### src/rtl/mem_ctrl_pkg.sv
// Shared FSM state type, DDR4 command codes for A[16:14] and wait-counter width
// for the host-side memory command initiator.
package mem_ctrl_pkg;

    typedef enum logic [3:0] {
        IDLE    = 4'd0,
        ACT     = 4'd1,
        TRCD_W  = 4'd2,
        CMD     = 4'd3,
        RD_W    = 4'd4,
        RD_DATA = 4'd5,
        WR_W    = 4'd6,
        WR_DATA = 4'd7,
        TWR_W   = 4'd8,
        PRE     = 4'd9,
        TRP_W   = 4'd10
    } state_t;

    localparam logic [2:0] CMD_RD  = 3'b101;
    localparam logic [2:0] CMD_WR  = 3'b100;
    localparam logic [2:0] CMD_PRE = 3'b010;

    localparam int unsigned CNT_W = 6;

endpackage

### src/rtl/bank_row_table.sv
// Per-bank open flag and open row, used by the open-page policy
// (present only when MEM_CTRL_OPEN_PAGE_EN is defined).
module bank_row_table #(
    parameter int BANKW = 4,
    parameter int ROWW  = 17
) (
    input  logic             clk,
    input  logic             reset_n,
    input  logic [BANKW-1:0] lookup_bank,
    input  logic [ROWW-1:0]  lookup_row,
    output logic             hit,
    output logic             is_open,
    input  logic             set_en,
    input  logic [BANKW-1:0] set_bank,
    input  logic [ROWW-1:0]  set_row,
    input  logic             clr_en,
    input  logic [BANKW-1:0] clr_bank
);

    localparam int unsigned NB = 1 << BANKW;

    logic [NB-1:0]   open_flag;
    logic [ROWW-1:0] rows [NB];

    always_ff @(posedge clk or negedge reset_n) begin
        if (!reset_n) begin
            open_flag <= '0;
            for (int unsigned i = 0; i < NB; i++) begin
                rows[i] <= '0;
            end
        end else begin
            if (clr_en) begin
                open_flag[clr_bank] <= 1'b0;
            end
            if (set_en) begin
                open_flag[set_bank] <= 1'b1;
                rows[set_bank]      <= set_row;
            end
        end
    end

    assign is_open = open_flag[lookup_bank];
    assign hit     = is_open && (rows[lookup_bank] == lookup_row);

endmodule

### src/rtl/mem_ctrl_host.sv
// Host-side DDR4 command initiator: ACT -> RD/WR -> PRE sequencing with dq/dqs
// burst launch/capture. Define MEM_CTRL_OPEN_PAGE_EN for the open-page policy.
module mem_ctrl_host
    import mem_ctrl_pkg::*;
#(
    parameter int CHIPS        = 16,
    parameter int DEVICE_WIDTH = 4,
    parameter int BGWIDTH      = 2,
    parameter int BAWIDTH      = 2,
    parameter int ADDRWIDTH    = 17,
    parameter int COLWIDTH     = 10,
    parameter int BL           = 8,
    parameter int TRCD         = 4,
    parameter int TCL          = 6,
    parameter int TCWL         = 5,
    parameter int TWR          = 4,
    parameter int TRP          = 4,
    parameter int DQWIDTH      = DEVICE_WIDTH * CHIPS
) (
    input  logic                    clk,
    input  logic                    reset_n,
    input  logic                    req_valid,
    output logic                    req_ready,
    input  logic                    req_write,
    input  logic [BGWIDTH-1:0]      req_bg,
    input  logic [BAWIDTH-1:0]      req_ba,
    input  logic [ADDRWIDTH-1:0]    req_row,
    input  logic [COLWIDTH-1:0]     req_col,
    input  logic [BL*DQWIDTH-1:0]   req_wdata,
    output logic                    rsp_valid,
    output logic [BL*DQWIDTH-1:0]   rsp_rdata,
    input  logic                    stall,
    output logic                    cke,
    output logic                    cs_n,
    output logic                    act_n,
    output logic [ADDRWIDTH-1:0]    A,
    output logic [BGWIDTH-1:0]      bg,
    output logic [BAWIDTH-1:0]      ba,
    output logic [DQWIDTH-1:0]      dq_o,
    output logic                    dq_oe,
    input  logic [DQWIDTH-1:0]      dq_i,
    output logic [CHIPS-1:0]        dqs_t_o,
    output logic [CHIPS-1:0]        dqs_c_o,
    output logic                    dqs_oe
);

    localparam int DW = BL * DQWIDTH;

    state_t                 state;
    logic [CNT_W-1:0]       cnt;
    logic [CNT_W-1:0]       beat;
    logic                   init_done;
    logic                   wr_r;
    logic [BGWIDTH-1:0]     bg_r;
    logic [BAWIDTH-1:0]     ba_r;
    logic [ADDRWIDTH-1:0]   row_r;
    logic [COLWIDTH-1:0]    col_r;
    logic [DW-1:0]          data_sh;
    logic [ADDRWIDTH-1:0]   a_last;
    logic                   issue;
    logic                   is_act;
    logic [ADDRWIDTH-1:0]   cmd_a;

`ifdef MEM_CTRL_OPEN_PAGE_EN
    logic hit;
    logic is_open;

    bank_row_table #(
        .BANKW (BGWIDTH + BAWIDTH),
        .ROWW  (ADDRWIDTH)
    ) u_bank_row_table (
        .clk         (clk),
        .reset_n     (reset_n),
        .lookup_bank ({req_bg, req_ba}),
        .lookup_row  (req_row),
        .hit         (hit),
        .is_open     (is_open),
        .set_en      (state == ACT && !stall),
        .set_bank    ({bg_r, ba_r}),
        .set_row     (row_r),
        .clr_en      (state == PRE && !stall),
        .clr_bank    ({bg_r, ba_r})
    );
`endif

    // Commands are decoded from state so a stall turns them into deselect the same cycle.
    always_comb begin
        issue  = 1'b0;
        is_act = 1'b0;
        cmd_a  = a_last;
        case (state)
            ACT: if (!stall) begin
                issue  = 1'b1;
                is_act = 1'b1;
                cmd_a  = row_r;
            end
            CMD: if (!stall) begin
                issue                 = 1'b1;
                cmd_a                 = '0;
                cmd_a[COLWIDTH-1:0]   = col_r;
                cmd_a[16:14]          = wr_r ? CMD_WR : CMD_RD;
                cmd_a[10]             = 1'b0;
            end
            PRE: if (!stall) begin
                issue        = 1'b1;
                cmd_a        = '0;
                cmd_a[16:14] = CMD_PRE;
            end
            default: ;
        endcase
    end

    assign cs_n      = ~issue;
    assign act_n     = ~is_act;
    assign A         = cmd_a;
    assign bg        = bg_r;
    assign ba        = ba_r;
    assign req_ready = init_done && (state == IDLE);
    assign dq_oe     = (state == WR_DATA);
    assign dqs_oe    = dq_oe;
    assign dq_o      = dq_oe ? data_sh[DQWIDTH-1:0] : '0;
    assign dqs_t_o   = {CHIPS{dq_oe & ~beat[0]}};
    assign dqs_c_o   = ~dqs_t_o;

    always_ff @(posedge clk or negedge reset_n) begin
        if (!reset_n) begin
            state     <= IDLE;
            cnt       <= '0;
            beat      <= '0;
            cke       <= 1'b0;
            init_done <= 1'b0;
            wr_r      <= 1'b0;
            bg_r      <= '0;
            ba_r      <= '0;
            row_r     <= '0;
            col_r     <= '0;
            data_sh   <= '0;
            a_last    <= '0;
            rsp_valid <= 1'b0;
            rsp_rdata <= '0;
        end else begin
            cke       <= 1'b1;
            init_done <= cke;
            rsp_valid <= 1'b0;
            a_last    <= cmd_a;
            case (state)
                IDLE: if (req_valid && req_ready) begin
                    wr_r    <= req_write;
                    bg_r    <= req_bg;
                    ba_r    <= req_ba;
                    row_r   <= req_row;
                    col_r   <= req_col;
                    data_sh <= req_wdata;
`ifdef MEM_CTRL_OPEN_PAGE_EN
                    if (hit)          state <= CMD;
                    else if (is_open) state <= PRE;
                    else              state <= ACT;
`else
                    state   <= ACT;
`endif
                end
                ACT: if (!stall) begin
                    if (TRCD == 1) begin
                        state <= CMD;
                    end else begin
                        cnt   <= CNT_W'(TRCD - 1);
                        state <= TRCD_W;
                    end
                end
                TRCD_W: begin
                    if (cnt == CNT_W'(1)) state <= CMD;
                    else                  cnt   <= cnt - 1'b1;
                end
                CMD: if (!stall) begin
                    beat <= '0;
                    if (wr_r) begin
                        if (TCWL == 1) begin
                            state <= WR_DATA;
                        end else begin
                            cnt   <= CNT_W'(TCWL - 1);
                            state <= WR_W;
                        end
                    end else begin
                        if (TCL == 1) begin
                            state <= RD_DATA;
                        end else begin
                            cnt   <= CNT_W'(TCL - 1);
                            state <= RD_W;
                        end
                    end
                end
                RD_W: begin
                    if (cnt == CNT_W'(1)) state <= RD_DATA;
                    else                  cnt   <= cnt - 1'b1;
                end
                // Beats shift in at the top so beat 0 ends up in the LSBs.
                RD_DATA: begin
                    data_sh <= {dq_i, data_sh[DW-1:DQWIDTH]};
                    beat    <= beat + 1'b1;
                    if (beat == CNT_W'(BL - 1)) begin
                        rsp_valid <= 1'b1;
                        rsp_rdata <= {dq_i, data_sh[DW-1:DQWIDTH]};
`ifdef MEM_CTRL_OPEN_PAGE_EN
                        state     <= IDLE;
`else
                        state     <= PRE;
`endif
                    end
                end
                WR_W: begin
                    if (cnt == CNT_W'(1)) state <= WR_DATA;
                    else                  cnt   <= cnt - 1'b1;
                end
                WR_DATA: begin
                    data_sh <= data_sh >> DQWIDTH;
                    beat    <= beat + 1'b1;
                    if (beat == CNT_W'(BL - 1)) begin
                        cnt   <= CNT_W'(TWR);
                        state <= TWR_W;
                    end
                end
                TWR_W: begin
                    if (cnt == CNT_W'(1)) begin
`ifdef MEM_CTRL_OPEN_PAGE_EN
                        state <= IDLE;
`else
                        state <= PRE;
`endif
                    end else begin
                        cnt <= cnt - 1'b1;
                    end
                end
                PRE: if (!stall) begin
                    cnt   <= CNT_W'(TRP);
                    state <= TRP_W;
                end
                // Open-page only precharges on a row miss, so TRP leads straight to ACT.
                TRP_W: begin
                    if (cnt == CNT_W'(1)) begin
`ifdef MEM_CTRL_OPEN_PAGE_EN
                        state <= ACT;
`else
                        state <= IDLE;
`endif
                    end else begin
                        cnt <= cnt - 1'b1;
                    end
                end
                default: state <= IDLE;
            endcase
        end
    end

endmodule
### config.mk
export PLATFORM = sky130hd
export DESIGN_NAME = mem_ctrl_host
export DESIGN_NICKNAME = d
export VERILOG_FILES = /design/src/rtl/mem_ctrl_pkg.sv /design/src/rtl/bank_row_table.sv /design/src/rtl/mem_ctrl_host.sv
export SDC_FILE = /design/constraint.sdc
export NUM_CORES = 2
export LEC_CHECK = 0
export CAP_MARGIN = 20
export CORE_AREA = 3 3 485 487
export CTS_CLUSTER_SIZE = 8
export DETAILED_ROUTE_END_ITERATION = 7
export DIE_AREA = 0 0 488 490
export MAX_ROUTING_LAYER = met4
export PLACE_DENSITY = 0.39
export SETUP_SLACK_MARGIN = 0.15
export SYNTH_ARGS = -nofsm -noshare
export SYNTH_HDL_FRONTEND = slang
export SYNTH_SLANG_ARGS = --single-unit
### constraint.sdc
create_clock -name clk -period 3.41 [get_ports clk]
set_clock_uncertainty 0.1 [all_clocks]
set_input_delay 0.5115 -clock clk [delete_from_list [all_inputs] [get_ports clk]]
set_output_delay 0.5115 -clock clk [all_outputs]
set_load 0.02 [all_outputs]
### Yosys cells after proc, flatten, opt, wreduce, memory -nomap -nowiden

Index checks and enable logic that the tools add are counted.

| word-level totals | value |
|---|---|
| bits in registers | 1092 |
| bits in latches | 0 |
| memory bits (writable) | 0 |
| bits in read-only memories | 0 |
| input port bits | 612 |
| output and inout port bits | 636 |
| memories kept | 0 |

| operators by class | value |
|---|---|
| add/sub/neg operators | 2 |
| $mul | 0 |
| div/mod/pow operators | 0 |
| order comparisons | 0 |
| eq/ne operators | 24 |
| shift operators | 0 |
| mux-type cells | 35 |
| bitwise logic cells | 5 |
| reduce and logical (&&, ||, !) cells | 15 |

Operator list:

| kind | number |
|---|---|
| $pmux W512 S3 | 1 |
| $mux W512 | 1 |
| $mux W64 | 1 |
| $mux W17 | 3 |
| $pmux W17 S3 | 1 |
| $mux W4 | 11 |
| $pmux W4 S11 | 1 |
| $mux W6 | 6 |
| $pmux W6 S5 | 1 |
| $ne A2 B2 Y1 const B | 10 |
| $eq A4 B3 Y1 const B | 4 |
| $not A16 Y16 | 1 |
| $eq A4 B4 Y1 const B | 3 |
| $pmux W6 S2 | 1 |
| $reduce_and A11 Y1 | 1 |
| $eq A4 B2 Y1 const B | 2 |
| $reduce_and A2 Y1 | 4 |
| $mux W1 | 7 |
| $add A6 B1 Y6 const B | 1 |
| $eq A6 B1 Y1 const B | 1 |
| $eq A6 B3 Y1 const B | 1 |
| $reduce_and A6 Y1 | 1 |
| $sub A6 B1 Y6 const B | 1 |
| $reduce_bool A5 Y1 | 1 |
| other kinds (12) | 16 |

### Depth between registers and ports, before layout

| logic depth | value |
|---|---|
| depth in word-level cells | 5 |
| mapped depth | 8 |

### Worst setup path before layout

OpenSTA, ideal clock, no wires.

| timing | value |
|---|---|
| path type | register to output |
| start | reg state[2] |
| end | out dqs_t_o[10] |
| arrival | 2225 ps |
| slack | 574 ps |
| stages on the path, launching flop included | 8 |
| cells stage by stage | dfrtp_1 > clkbuf_1 > and3b_1 > buf_2 > and2_1 > nand2b_1 > inv_1 > buf_4 |

| between the ends | value |
|---|---|
| word-level cells in the longest chain between the ends | 2 |

Ends and longest elaborated chain:

| item | RTL line | source |
|---|---|---|
| start: declaration | mem_ctrl_host.sv:49 | `state_t state;` |
| start signal: assignment | mem_ctrl_host.sv:127 | `state <= IDLE;` |
| start signal: assignment | mem_ctrl_host.sv:159 | `state <= ACT;` |
| start signal: assignment | mem_ctrl_host.sv:164 | `state <= CMD;` |
| $eq A4 B3 Y1 | mem_ctrl_host.sv:119 | `assign dq_oe = (state == WR_DATA);` |
| named net dq_oe | mem_ctrl_host.sv:40 | `output logic dq_oe,` |
| $and A1 B1 Y1 | mem_ctrl_host.sv:122 | `assign dqs_t_o = {CHIPS{dq_oe & ~beat[0]}};` |
| end: declaration | mem_ctrl_host.sv:42 | `output logic [CHIPS-1:0] dqs_t_o,` |

The timed path passes the listed nets, and every way through them passes these cells.

### Final worst setup path

| timing | value |
|---|---|
| start | reg state[3] |
| end | out dq_o[20] |

| between the ends | value |
|---|---|
| word-level cells in the longest chain between the ends | 2 |

Ends and longest elaborated chain:

| item | RTL line | source |
|---|---|---|
| $eq A4 B3 Y1 | mem_ctrl_host.sv:119 |  |
| $mux W64 | mem_ctrl_host.sv:121 | `assign dq_o = dq_oe ? data_sh[DQWIDTH-1:0] : '0;` |
| end: declaration | mem_ctrl_host.sv:39 | `output logic [DQWIDTH-1:0] dq_o,` |

No other way between the ends.

==> run metrics <==
WS Path Type=register to primary output; post-layout minimum cycle time=3.12 ns; GRT busiest layer=met2; clk sink count=1092; worst r2r dst=rsp_rdata[103]; worst setup path endpoint=dq_o[20]; synth unique cells=46; Synth Cell Area=0.0458 mm²; Detailed Route WL=225000 µm; Row Count=177; IO Pins=1248; Post-Layout Cell Count=8613; drt initial violations=2014; Async SR Flop Fraction=100%; Vias/cell=4.31; First-pass DRT Iterations=5; DR WL/cell=26.1 µm; HPWL after DPL=172000 µm; Die Height=490 µm; VDD IR max=410 µV; Total Routing Usage GR=18.9%; Final Hold Vio Count=0; global placer's final weighted congestion=0.838; CP required=2.80 ns; r2r setup slk=0.36 ns; Worst-Margin Slew=0.821 ns; synth-to-layout area growth=46.2%; htree depth=4; RSZ-0062 raised after global routing=yes; Initial Util=19.7%; Primary FF master, synth=dfrtp_1; IO buf count=1247; Mapped Cells=4257; Synth Register Bits=1092; global-route wire length before repair=312000 µm; CTS Buf Count=158; Setup crit end kind=primary output; M2 GR Usage=29.2%; fmax=321 MHz; Leak Pwr=28.9 nW; final period utilization=91.4%; Pwr Density=793 mW/mm²; layout net count=6097; Max Slew Vio Count=0; max cap viols=0; core area=0.232 mm²; Max clock buf depth=3; outcome=complete, no violations; total gr overflow=0; CTS root buf=clkbuf_16; startpoint types=register; Net Count, Synth=4872; initial antenna violation count=78; Crit path arrival time=2.50 ns; Final TNS setup=0 ns; width of the die=488 µm; crit path max fanout=14; Final Hold Slack=0.180 ns; worst skew pair latency=0.79 ns; proportion of layout cells with a drive suffix above 1=17.1%; relative slew slack=45.3%; Yosys warning count=0; Hold Path Class=input pin to register; clock tree from TritonCTS=done; final setup violating endpoints=0; vias in the first global route=38300; Post-synth EDFFs=0; Vias=37100; GRT met1 Usage=23.4%; total design power=53.0 mW; Cells after DPL=8350; Worst Setup SP=state[3]; ANT nets after route=0; RR Startpoint=beat[0]; largest net degree at the start of global routing=132; Die ar.=0.239 mm²; met3 Usage GRT=6.07%; Residual DRC=0; reg2reg path depth=7; sequential element share of the synthesized area=59.7%; clock slew at reported path FFs=0.06 ns; Avg Cell Area, Syn=10.8 µm²
## layer usage
layer / vias up / wire length (µm) / share of wire (%)
li1: 17100 / - / -
met1: 18600 / 98000 / 44
met2: 1216 / 103000 / 46
met3: 282 / 17800 / 7.9
met4: 0 / 6420 / 2.9
met5: - / 0 / 0
## where the power goes
| part | switching, mW | internal (mW) |
|---|---|---|
| combinational | 10.2 | 7.17 |
| clock | 6.21 | 8.42 |
| sequential | 3.93 | 17.1 |
## sequential cells by signal (all words and copies together), names as in the netlist
| register | cells |
|---|---|
| beat | 6 |
| cnt | 6 |
| row_r | 17 |
| cke | 1 |
| a_last | 17 |
| col_r | 10 |
| rsp_valid | 1 |
| ba | 2 |
| wr_r | 1 |
| rsp_rdata | 512 |
| data_sh | 512 |
| state | 4 |
| bg | 2 |
| init_done | 1 |
## placed cells by master, fill, tap and decap left out, types with 5 or more instances in the layout
cell	n
nor2_1	521
o21ai_1	12
clkbuf_16	159
buf_2	8
a31oi_1	452
dfrtp_1	1089
nand3_1	6
o21ai_0	19
nor3b_1	66
clkdlybuf4s50_1	1130
and3_1	65
mux2_2	544
clkinv_16	5
clkdlybuf4s15_2	25
a22oi_1	10
a22o_1	6
dlygate4sd2_1	72
nand2_1	920
buf_4	105
a21oi_1	134
inv_1	5
diode_2	55
clkbuf_1	13
clkdlybuf4s15_1	7
buf_12	61
## logic make-up after synthesis
kind of cell,Yosys count,share of synthesized area [%]
mux,544,13.4
fa+ha+maj,3,0.0820
compound gates,653,8.62
flops,1092,59.7
xor+xnor,1,0.0191
other cells,1,0.00819
buf+inv,358,3.93
simple gates,1605,14.2
## cells in the mapped netlist (2+ instances only)
master | number | area share [%]
o31ai_1 | 4 | 0.066
dfrtp_1 | 1092 | 60
a22oi_1 | 10 | 0.16
buf_1 | 3 | 0.025
and3_1 | 66 | 0.90
inv_1 | 6 | 0.049
o21ai_0 | 30 | 0.33
o211ai_1 | 3 | 0.049
mux2_2 | 544 | 13
and3b_1 | 2 | 0.038
or4_1 | 3 | 0.049
nor2_1 | 521 | 4.3
buf_4 | 79 | 1.3
clkbuf_1 | 143 | 1.2
a31oi_1 | 452 | 6.2
nor3_1 | 3 | 0.033
nand3_1 | 6 | 0.066
nand2b_1 | 3 | 0.041
or3_1 | 2 | 0.027
nor2b_1 | 4 | 0.055
and2_1 | 3 | 0.041
ha_1 | 3 | 0.082
nor3b_1 | 66 | 1.1
a22o_1 | 6 | 0.11
a21bo_2 | 2 | 0.044
a21oi_1 | 134 | 1.5
nand2_1 | 921 | 7.6
a2bb2oi_1 | 2 | 0.038
buf_2 | 127 | 1.4
## worst min-delay path by stage
stage	start	endpoint	slack (ns)	cells after the start
final	req_wdata[293]	data_sh[293]	0.18	3
after global routing	req_wdata[331]	data_sh[331]	0.11	3
after floorplan	reset_n	a_last[0]	0.12	0
after CTS	req_wdata[398]	data_sh[398]	0.06	3
after detailed placement	cke	init_done	0.27	0
after global placement	cke	init_done	0.27	0
## cell type report
cell class / count / area [µm²]
Fill cell: 24400 / 165000
Multi-Input combinational cell: 2807 / 16700
Clock inverter: 17 / 287
Timing Repair Buffer: 1417 / 14500
Clock buffer: 176 / 4080
Antenna cell: 55 / 138
Sequential cell: 1092 / 27300
Inverter: 6 / 25.0
Tap cell: 3043 / 3810
## critical path, cell delays in order (launching register included)
cell and delay (ns):
dfrtp_2 0.45, and3b_4 0.40, buf_12 0.16, buf_16 0.19
and3_1 0.17, dlygate4sd2_1 0.34
## metrics by stage
stage	setup slack (ns)	util, %	instance area (µm²)
floorplan	0.574	-	45800
global placement	0.328	26.8	62200
detailed placement	0.354	26.8	62200
CTS	0.106	28.8	66800
global route	0.125	28.8	66900
finish	0.294	28.8	66900
## what timing repair did
item                       4_1_cts  5_1_grt
setup endpoints to repair      118       19
hold buffers                     1        0
resized for setup              216       17
hold endpoints to repair        56        0
pin swaps                        0        3
buffers inserted                 8        3
cloned                           3        0
No activity file was read; power rests on OpenSTA's default activity.
